`src/rtl/stopwatch_pkg.sv`:
```
// Shared constants, FSM state type and event-priority helper for the lap stopwatch.
// Event priority is clear > start_stop > lap; the count tick is handled separately.
package stopwatch_pkg;

  localparam int         BCD_W   = 4;
  localparam logic [3:0] BCD_MAX = 4'd9;

  typedef enum logic {
    SW_STOPPED,
    SW_RUNNING
  } sw_state_e;

  typedef enum logic [1:0] {
    EV_NONE,
    EV_LAP,
    EV_START_STOP,
    EV_CLEAR
  } sw_event_e;

  function automatic sw_event_e sw_top_event(input logic clr, input logic ss, input logic lp);
    if (clr) begin
      return EV_CLEAR;
    end else if (ss) begin
      return EV_START_STOP;
    end else if (lp) begin
      return EV_LAP;
    end
    return EV_NONE;
  endfunction

endpackage

```
`src/rtl/stopwatch_bcd_digit.sv`:
```
// One BCD digit of the stopwatch counter with synchronous load and up/down step.
// carry_out/borrow_out are combinational, so a chain of digits ripples in one cycle.
module stopwatch_bcd_digit
  import stopwatch_pkg::*;
(
  input  logic             clk,
  input  logic             reset_n,
  input  logic             en,
  input  logic             up,
  input  logic             load,
  input  logic [BCD_W-1:0] load_val,
  output logic [BCD_W-1:0] value,
  output logic [BCD_W-1:0] value_next,
  output logic             carry_out,
  output logic             borrow_out
);

  logic [BCD_W-1:0] value_q;
  logic [BCD_W-1:0] value_d;

  always_comb begin
    value_d = value_q;
    if (load) begin
      value_d = load_val;
    end else if (en) begin
      if (up) begin
        value_d = (value_q == BCD_MAX) ? '0 : value_q + 4'd1;
      end else begin
        value_d = (value_q == '0) ? BCD_MAX : value_q - 4'd1;
      end
    end
  end

  always_ff @(posedge clk or negedge reset_n) begin
    if (!reset_n) begin
      value_q <= '0;
    end else begin
      value_q <= value_d;
    end
  end

  assign value      = value_q;
  assign value_next = value_d;
  assign carry_out  = en && up && (value_q == BCD_MAX);
  assign borrow_out = en && !up && (value_q == '0);

endmodule

```
`src/rtl/stopwatch_lap_core.sv`:
```
// N-digit BCD stopwatch with prescaled tick, lap freeze, count-down with done pulse
// and sticky overflow. All button inputs are debounced levels; actions fire on rising edges.
module stopwatch_lap_core
  import stopwatch_pkg::*;
#(
  parameter  int NUM_DIGITS = 4,
  parameter  int TICK_DIV   = 10_000_000,
  localparam int PRESCALE_W = $clog2(TICK_DIV)
) (
  input  logic                        clk,
  input  logic                        reset_n,
  input  logic                        start_stop,
  input  logic                        clear,
  input  logic                        lap,
  input  logic                        mode_down,
  input  logic [BCD_W*NUM_DIGITS-1:0] preset_bcd,
  output logic [BCD_W*NUM_DIGITS-1:0] display_bcd,
  output logic                        running,
  output logic                        lap_active,
  output logic                        overflow,
  output logic                        done
);

  localparam int                    CW           = BCD_W * NUM_DIGITS;
  localparam logic [PRESCALE_W-1:0] PRESCALE_MAX = PRESCALE_W'(TICK_DIV - 1);

  sw_state_e             state_q, state_d;
  logic                  mode_q, mode_d;
  logic [PRESCALE_W-1:0] presc_q, presc_d;
  logic                  lap_q, lap_d;
  logic [CW-1:0]         snap_q, snap_d;
  logic                  ovf_q, ovf_d;
  logic                  done_q, done_d;
  logic [CW-1:0]         disp_q, disp_d;
  logic [2:0]            hist_q, hist_d;

  logic [CW-1:0]         count_q, count_d, load_val;
  logic [NUM_DIGITS:0]   chain;
  logic [NUM_DIGITS-1:0] preset_ok;
  logic                  ss_evt, clear_evt, lap_evt, tick, count_up;
  sw_event_e             ev;

  // hist bit order: {lap, clear, start_stop}
  assign hist_d    = {lap, clear, start_stop};
  assign ss_evt    = start_stop && !hist_q[0];
  assign clear_evt = clear && !hist_q[1];
  assign lap_evt   = lap && !hist_q[2];
  assign ev        = sw_top_event(clear_evt, ss_evt, lap_evt);

  assign count_up = !mode_q;
  assign tick     = (state_q == SW_RUNNING) && (presc_q == PRESCALE_MAX);
  assign load_val = mode_q ? preset_bcd : '0;
  assign chain[0] = tick && (ev != EV_CLEAR);

  for (genvar gi = 0; gi < NUM_DIGITS; gi++) begin : g_digit
    logic carry, borrow;
    stopwatch_bcd_digit u_digit (
      .clk       (clk),
      .reset_n   (reset_n),
      .en        (chain[gi]),
      .up        (count_up),
      .load      (ev == EV_CLEAR),
      .load_val  (load_val[gi*BCD_W +: BCD_W]),
      .value     (count_q[gi*BCD_W +: BCD_W]),
      .value_next(count_d[gi*BCD_W +: BCD_W]),
      .carry_out (carry),
      .borrow_out(borrow)
    );
    assign chain[gi+1]   = count_up ? carry : borrow;
    assign preset_ok[gi] = (preset_bcd[gi*BCD_W +: BCD_W] <= BCD_MAX);
  end

  always_comb begin
    state_d = state_q;
    mode_d  = (state_q == SW_STOPPED) ? mode_down : mode_q;
    presc_d = presc_q;
    lap_d   = lap_q;
    snap_d  = snap_q;
    ovf_d   = ovf_q;
    done_d  = 1'b0;
    if (ev == EV_CLEAR) begin
      state_d = SW_STOPPED;
      presc_d = '0;
      lap_d   = 1'b0;
      ovf_d   = 1'b0;
    end else begin
      if (state_q == SW_RUNNING) begin
        presc_d = tick ? '0 : presc_q + 1'b1;
      end
      if (ev == EV_START_STOP) begin
        if (state_q == SW_RUNNING) begin
          state_d = SW_STOPPED;
        end else if (!(mode_q && (count_q == '0))) begin
          state_d = SW_RUNNING;
        end
      end
      // Lap may coincide with start_stop; the snapshot always takes the pre-tick count.
      if (lap_evt) begin
        if (lap_q) begin
          lap_d = 1'b0;
        end else begin
          lap_d  = 1'b1;
          snap_d = count_q;
        end
      end
      if (count_up && chain[NUM_DIGITS]) begin
        ovf_d = 1'b1;
      end
      if (tick && mode_q && (count_d == '0)) begin
        state_d = SW_STOPPED;
        done_d  = 1'b1;
      end
    end
    disp_d = lap_d ? snap_d : count_d;
  end

  always_ff @(posedge clk or negedge reset_n) begin
    if (!reset_n) begin
      state_q <= SW_STOPPED;
      mode_q  <= 1'b0;
      presc_q <= '0;
      lap_q   <= 1'b0;
      snap_q  <= '0;
      ovf_q   <= 1'b0;
      done_q  <= 1'b0;
      disp_q  <= '0;
      hist_q  <= '1;
    end else begin
      state_q <= state_d;
      mode_q  <= mode_d;
      presc_q <= presc_d;
      lap_q   <= lap_d;
      snap_q  <= snap_d;
      ovf_q   <= ovf_d;
      done_q  <= done_d;
      disp_q  <= disp_d;
      hist_q  <= hist_d;
    end
  end

  assign display_bcd = disp_q;
  assign running     = (state_q == SW_RUNNING);
  assign lap_active  = lap_q;
  assign overflow    = ovf_q;
  assign done        = done_q;

  a_preset_bcd : assert property (@(posedge clk) disable iff (!reset_n)
    ((ev == EV_CLEAR) && mode_q) |-> (&preset_ok));
  a_no_underflow : assert property (@(posedge clk) disable iff (!reset_n)
    !(!count_up && chain[NUM_DIGITS]));

endmodule
```
`config.mk`:
```
export PLATFORM = sky130hd
export DESIGN_NAME = stopwatch_lap_core
export DESIGN_NICKNAME = d
export VERILOG_FILES = /design/src/rtl/stopwatch_pkg.sv /design/src/rtl/stopwatch_bcd_digit.sv /design/src/rtl/stopwatch_lap_core.sv
export SDC_FILE = /design/constraint.sdc
export NUM_CORES = 1
export LEC_CHECK = 0
export CAP_MARGIN = 15
export CORE_MARGIN = 3
export CORE_UTILIZATION = 35
export CTS_CLUSTER_DIAMETER = 40
export CTS_CLUSTER_SIZE = 24
export DETAILED_ROUTE_END_ITERATION = 8
export DONT_BUFFER_PORTS = 1
export PLACE_DENSITY = 0.48
export SLEW_MARGIN = 15
export SYNTH_ARGS = -nofsm -noshare
export SYNTH_HDL_FRONTEND = slang
export SYNTH_SLANG_ARGS = --single-unit
```
`constraint.sdc`:
```
create_clock -name clk -period 3.61 [get_ports clk]
set_input_delay 0.5415 -clock clk [delete_from_list [all_inputs] [get_ports clk]]
set_output_delay 0.5415 -clock clk [all_outputs]
set_load 0.02 [all_outputs]
```
After elaboration in Yosys (flattened, before gate mapping)
Index checks and enable logic that the tools add are counted.
Cells by class
  $add $sub $neg: 9
  eq/ne operators: 8
  muxes and demuxes: 51
  reduce and logical (&&, ||, !) cells: 38
Operator list (number)
  $mux 16: 5
  $mux 4: 20
  $mux 24: 3
  $logic_not 16->1: 2
  $logic_and 1x1->1: 25
  $add 24x1->24 const B: 1
  $eq 24x24->1 const B: 1
  $mux 1: 19
  $add 4x1->4 const B: 4
  $eq 4x4->1 const B: 4
  $logic_not 4->1: 4
  $sub 4x1->4 const B: 4
  $mux 2: 4
  $eq 2x2->1 const B: 2
  $logic_not 1->1: 4
  $reduce_bool 2->1: 2
  $reduce_bool 3->1: 1
  $ne 2x2->1 const B: 1
Storage, ports and cells
  register bits: 80
  input port bits: 22
  output and inout port bits: 20
  word-level logic and storage cells: 119

Logic depth before layout (Yosys ltp)
  depth in word-level cells: 23
  gate-level depth with buffers: 10
  gate-level depth less buffers: 8

By module
From an unflattened synthesis, not the netlist that was laid out.
Unflattened totals
  cell total of the unflattened synthesis: 435
  area total of the unflattened synthesis: 4450.5 um2
Modules (own cells, without submodules)
  stopwatch_lap_core: times used 1, cells each 279, area an instance 3089.2 um2, seq. area each 1605.3 um2
  stopwatch_bcd_digit: times used 4, cells each 39, area an instance 340.3 um2, seq. area each 100.1 um2

Worst setup path before layout
No wires, ideal clock.
  path type: reg-to-reg
  start: register presc_q[0]
  end: register state_q, in the netlist running
  library setup time: 0.124 ns
  arrival: 2.896 ns
  data required time: 3.486 ns
  setup slack: 0.590 ns
  stages on the path, launching flop included: 9
  path buffers: 0
  clock period less this slack: 3.020 ns
  cell sequence: dfrtp_1 > ha_1 > nand2_1 > or4_4 > or3_2 > mux2i_1 > a2111o_1 > or4_1 > o31a_1
On the way
  cells in the longest elaborated chain, start to end: 18
  elaborated cells on any way between the ends: 32
  classes of those cells: 1 x eq/ne; 13 x mux; 18 x reduce/logical
Ends and longest elaborated chain
  start, declared: RTL line stopwatch_lap_core.sv:29  | logic [PRESCALE_W-1:0] presc_q, presc_d;
  start signal, assigned: RTL line stopwatch_lap_core.sv:131  | presc_q <= presc_d;
  $eq 24x24->1 (*): RTL line stopwatch_lap_core.sv:51  | assign tick = (state_q == SW_RUNNING) && (presc_q == PRESCALE_MAX);
  $logic_and 1x1->1 (*): RTL line stopwatch_lap_core.sv:51
  $logic_and 1x1->1: RTL line stopwatch_lap_core.sv:53  | assign chain[0] = tick && (ev != EV_CLEAR);
  $logic_and 1x1->1, on equally long branches (2 in a row): RTL line stopwatch_bcd_digit.sv:44, stopwatch_bcd_digit.sv:45
  $mux 1: RTL line stopwatch_lap_core.sv:69  | assign chain[gi+1] = count_up ? carry : borrow;
  $logic_and 1x1->1, on equally long branches (2 in a row): RTL line stopwatch_bcd_digit.sv:44, stopwatch_bcd_digit.sv:45
  $mux 1: RTL line stopwatch_lap_core.sv:69
  $logic_and 1x1->1, on equally long branches (2 in a row): RTL line stopwatch_bcd_digit.sv:44, stopwatch_bcd_digit.sv:45
  $mux 1: RTL line stopwatch_lap_core.sv:69
  $mux 4: RTL line stopwatch_bcd_digit.sv:25  | end else if (en) begin
  $mux 4: RTL line stopwatch_bcd_digit.sv:23  | if (load) begin
  $logic_not 16->1: RTL line stopwatch_lap_core.sv:109  | if (tick && mode_q && (count_d == '0)) begin
  $logic_and 1x1->1 (*): RTL line stopwatch_lap_core.sv:109
  $mux 1: RTL line stopwatch_lap_core.sv:109
  $mux 1: RTL line stopwatch_lap_core.sv:81  | if (ev == EV_CLEAR) begin
  end signal, assigned: RTL line stopwatch_lap_core.sv:129  | state_q <= state_d;
  end, declared: RTL line stopwatch_lap_core.sv:27  | sw_state_e state_q, state_d;
Every way passes the cells marked *; elsewhere a longest branch is shown, timed or not.
A chain may end at the register's enable or synchronous reset.

Worst setup path after layout
Same ends and word-level chain as after synthesis.

==> impl_metrics.env <==
export IMPL_finalHoldViolCount=0
export IMPL_ys_flop_type="dfrtp_1"
export IMPL_slowest_delay_ns=0.57
export IMPL_worstPathRequired_ns=3.84
export IMPL_grt_pass1_vias=3391
export IMPL_core_rowCount=40
export IMPL_finalCritPeriodShare_pct=89.7
export IMPL_finalSetupViolCount=0
export IMPL_tritoncts="done"
export IMPL_dp_hpwl_um=8250
export IMPL_p_sw_uw=848
export IMPL_rsz0062_at_grt="no"
export IMPL_reg2reg_to="running$_DFFE_PN0P_"
export IMPL_portBuffers=0
export IMPL_worst_setup_path_type="reg2reg"
export IMPL_p_per_area_nw_per_um2=549
export IMPL_rr_worst_depth=8
export IMPL_wire_per_inst_um=18.5
export IMPL_cp_end_kind="flop"
export IMPL_clkSinkCount=80
export IMPL_avgSynthCellArea_um2=9.72
export IMPL_area_delta_synth_final_pct=12.8
export IMPL_ant_nets=0
export IMPL_clk_pin_slew_ns=0.06
export IMPL_ys_warn_count=0
export IMPL_stdcell_count=639
export IMPL_grt_total_usage_pct=17.3
export IMPL_diodes=0
export IMPL_ioPinCount=42
export IMPL_finish_utilization_pct=41.4
export IMPL_drive_above_1_share_pct=17.8
export IMPL_layout_min_cycle_time_ns=3.24
export IMPL_worstPathCellList="ha_1, nand2_1, or4_4, or3_2, mux2i_1, a2111o_1, or4_1, o31a_1"
export IMPL_tightest_slew_ns=0.802
export IMPL_crit_arrival_ns=3.47
export IMPL_r2r_slack_ns=0.37
export IMPL_core_um2=12400
export IMPL_power_frac_seq_pct=43.6
export IMPL_r2r_start="presc_q[0]$_DFFE_PN0P_"
export IMPL_cts_made_buffers=9
export IMPL_slowest_stage="or4_4"
export IMPL_syn_num_nets=490
export IMPL_dpl_cell_count=622
export IMPL_wl_um=11800
export IMPL_drc=0
export IMPL_via_per_inst=5.54
export IMPL_hold_path_class="in2async"
export IMPL_power_share_clock_pct=35.3
export IMPL_final_setup_skew_ns=0.00876
export IMPL_synth_async_reset_ratio_pct=100
export IMPL_status="finished clean"
export IMPL_cp_max_fo=5
export IMPL_power_frac_comb_pct=21.1
export IMPL_crit_path_start_kind="flop"
export IMPL_die_w_um=120
export IMPL_final_max_slew_viol_count=0
export IMPL_ir_drop_mv=0.184
export IMPL_clock_latency_ns=0.34
export IMPL_ys_seq_area_share_pct=44.2
export IMPL_p_leak_uw=0.00209
export IMPL_synth_edf_count=0
export IMPL_die_area_um2=14400
export IMPL_p_int_uw=1960
export IMPL_h_tree_depth=3
export IMPL_grt_pass1_wl_um=19300
export IMPL_tns_ns=0
export IMPL_synth_distinct_cells=73
export IMPL_gp_congestion=0.823
export IMPL_cts_root_buf="clkbuf_16"
export IMPL_p_sw_share_pct=30.2
export IMPL_hold_ws_ns=0.0399
export IMPL_synth_area_um2=4540
export IMPL_initial_core_util_pct=36.7
export IMPL_antenna_found_initial=0
export IMPL_die_h_um=120
export IMPL_ys_ff_latch=80
export IMPL_fmax_mhz=309
export IMPL_via_count=3539
export IMPL_final_net_count=489
export IMPL_first_pass_iters=4
export IMPL_slew_headroom_pct=46.5
export IMPL_grt_overflow=0
export IMPL_dr_first_iter_drc_count=281
export IMPL_synth_cells=467
export IMPL_clock_path_buffers=2
export IMPL_maxCapViolations=0
export IMPL_grt_start_max_net_pins=78
## worst max-delay path by stage
| stage | startpoint | endpoint | cells after the start |
|---|---|---|---|
| 3_5_place_dp | presc_q[0]$_DFFE_PN0P_ | running$_DFFE_PN0P_ | 8 |
| 4_1_cts | presc_q[0]$_DFFE_PN0P_ | running$_DFFE_PN0P_ | 8 |
| 2_1_floorplan | presc_q[0]$_DFFE_PN0P_ | running$_DFFE_PN0P_ | 8 |
| 3_3_place_gp | presc_q[0]$_DFFE_PN0P_ | running$_DFFE_PN0P_ | 8 |
| 6_report | presc_q[0]$_DFFE_PN0P_ | running$_DFFE_PN0P_ | 8 |
| 5_1_grt | presc_q[0]$_DFFE_PN0P_ | running$_DFFE_PN0P_ | 8 |
## layer usage
| metal | track usage (%) | share of wire [%] | up-vias |
|---|---|---|---|
| met5 | 0 | 0 | - |
| met4 | 6.73 | 1.6 | 0 |
| met1 | 25.1 | 49 | 1726 |
| met3 | 4.01 | 5.5 | 14 |
| met2 | 25.0 | 44 | 77 |
| li1 | - | - | 1722 |
## final cells by class
type                    count  area [µm²]
inverters                   8        30.0
clock buffers              13         260
multi-input cells         348        2390
repair buffers             19         163
clock inverters             3        65.1
fillers                  1216        7240
well taps                 168         210
flip-flops and latches     80        2010
## logic make-up after synthesis
group / Yosys count / share of synthesized area [%]
AOI/OAI and AO/OA: 106 / 16.2
xor gates and xnor gates: 21 / 4.05
adders and majority gates: 1 / 0.276
buffers and inverters: 39 / 3.31
DFF: 80 / 44.2
muxes: 33 / 8.05
and+or+nand+nor: 187 / 23.9
## Yosys cell counts (all sizes together) (3+ instances only)
library cell	instances	area share, %
xnor2	7	1.4
nor3	9	0.99
o22ai	4	0.55
or4	9	1.7
nor2b	6	0.83
a21o	4	0.66
a21oi	22	2.4
nor3b	6	0.99
and4	4	0.77
o31ai	8	1.4
nand2b	9	1.2
dfstp	3	1.7
nor2	30	2.5
nand3	18	2.4
o311ai	3	0.74
nand2	44	3.6
mux2i	5	1.1
dfrtp	77	42
or3	6	0.85
mux2	28	6.9
clkbuf	24	2.0
buf	7	0.66
nand4	9	1.4
and3	5	0.69
nor4b	3	0.58
o21ai	37	4.1
inv	7	0.58
nor4	9	1.6
xor2	14	2.7
a31oi	5	0.69
nand3b	6	0.99
and3b	3	0.58
## critical path: cells and delay by family, from the launching register on
kind,cells,cell delay [ns]
mux,1,0.17
flops,1,0.38
compound gates,2,0.67
fa+ha+maj,1,0.26
simple gates,4,1.66
## power by group through the flow
stage	clock [µW]	combinational [µW]	sequential [µW]
4_1_cts	1020	596	1230
3_5_place_dp	0	575	1240
5_1_grt	1070	665	1250
2_1_floorplan	0	468	1180
6_report	992	592	1230
3_3_place_gp	0	570	1240
## state kept, by name, indices dropped and copies added (netlist names)
| signal | flops |
|---|---|
| display_bcd | 16 |
| g_digit.u_digit.value | 16 |
| done | 1 |
| presc_q | 24 |
| overflow | 1 |
| hist_q | 3 |
| snap_q | 16 |
| lap_active | 1 |
| mode_q | 1 |
| running | 1 |
## timing repair
| item | CTS | global route |
|---|---|---|
| endpoints found under the setup margin | 0 | 0 |
| buffers inserted | 0 | 0 |
| hold buffers | 1 | 0 |
| endpoints found under the hold margin | 77 | 0 |
| resized for setup | 0 | 0 |
## cell usage in the layout, fill, tap and decap left out, drive strengths merged, types with 5 or more instances in the layout
master,n
or4,9
and3,5
nor4,9
nor2b,6
xor2,14
nor2,30
buf,19
a21oi,22
or3,6
nand3b,6
mux2,28
inv,7
nand2b,9
a31oi,5
dfrtp,77
xnor2,7
nand4,9
nor3,9
o31ai,8
nand3,18
o21ai,37
clkbuf,13
nor3b,6
nand2,44
mux2i,5
## stage by stage
stage          total power (µW)  setup slack, ns  instance area, µm²
2_1_floorplan              1650            0.590                4540
3_3_place_gp               1810            0.452                4770
3_5_place_dp               1820            0.393                4770
4_1_cts                    2840            0.373                5120
5_1_grt                    2990            0.226                5120
6_report                   2810            0.373                5120
(Power assumes the default switching activity.)
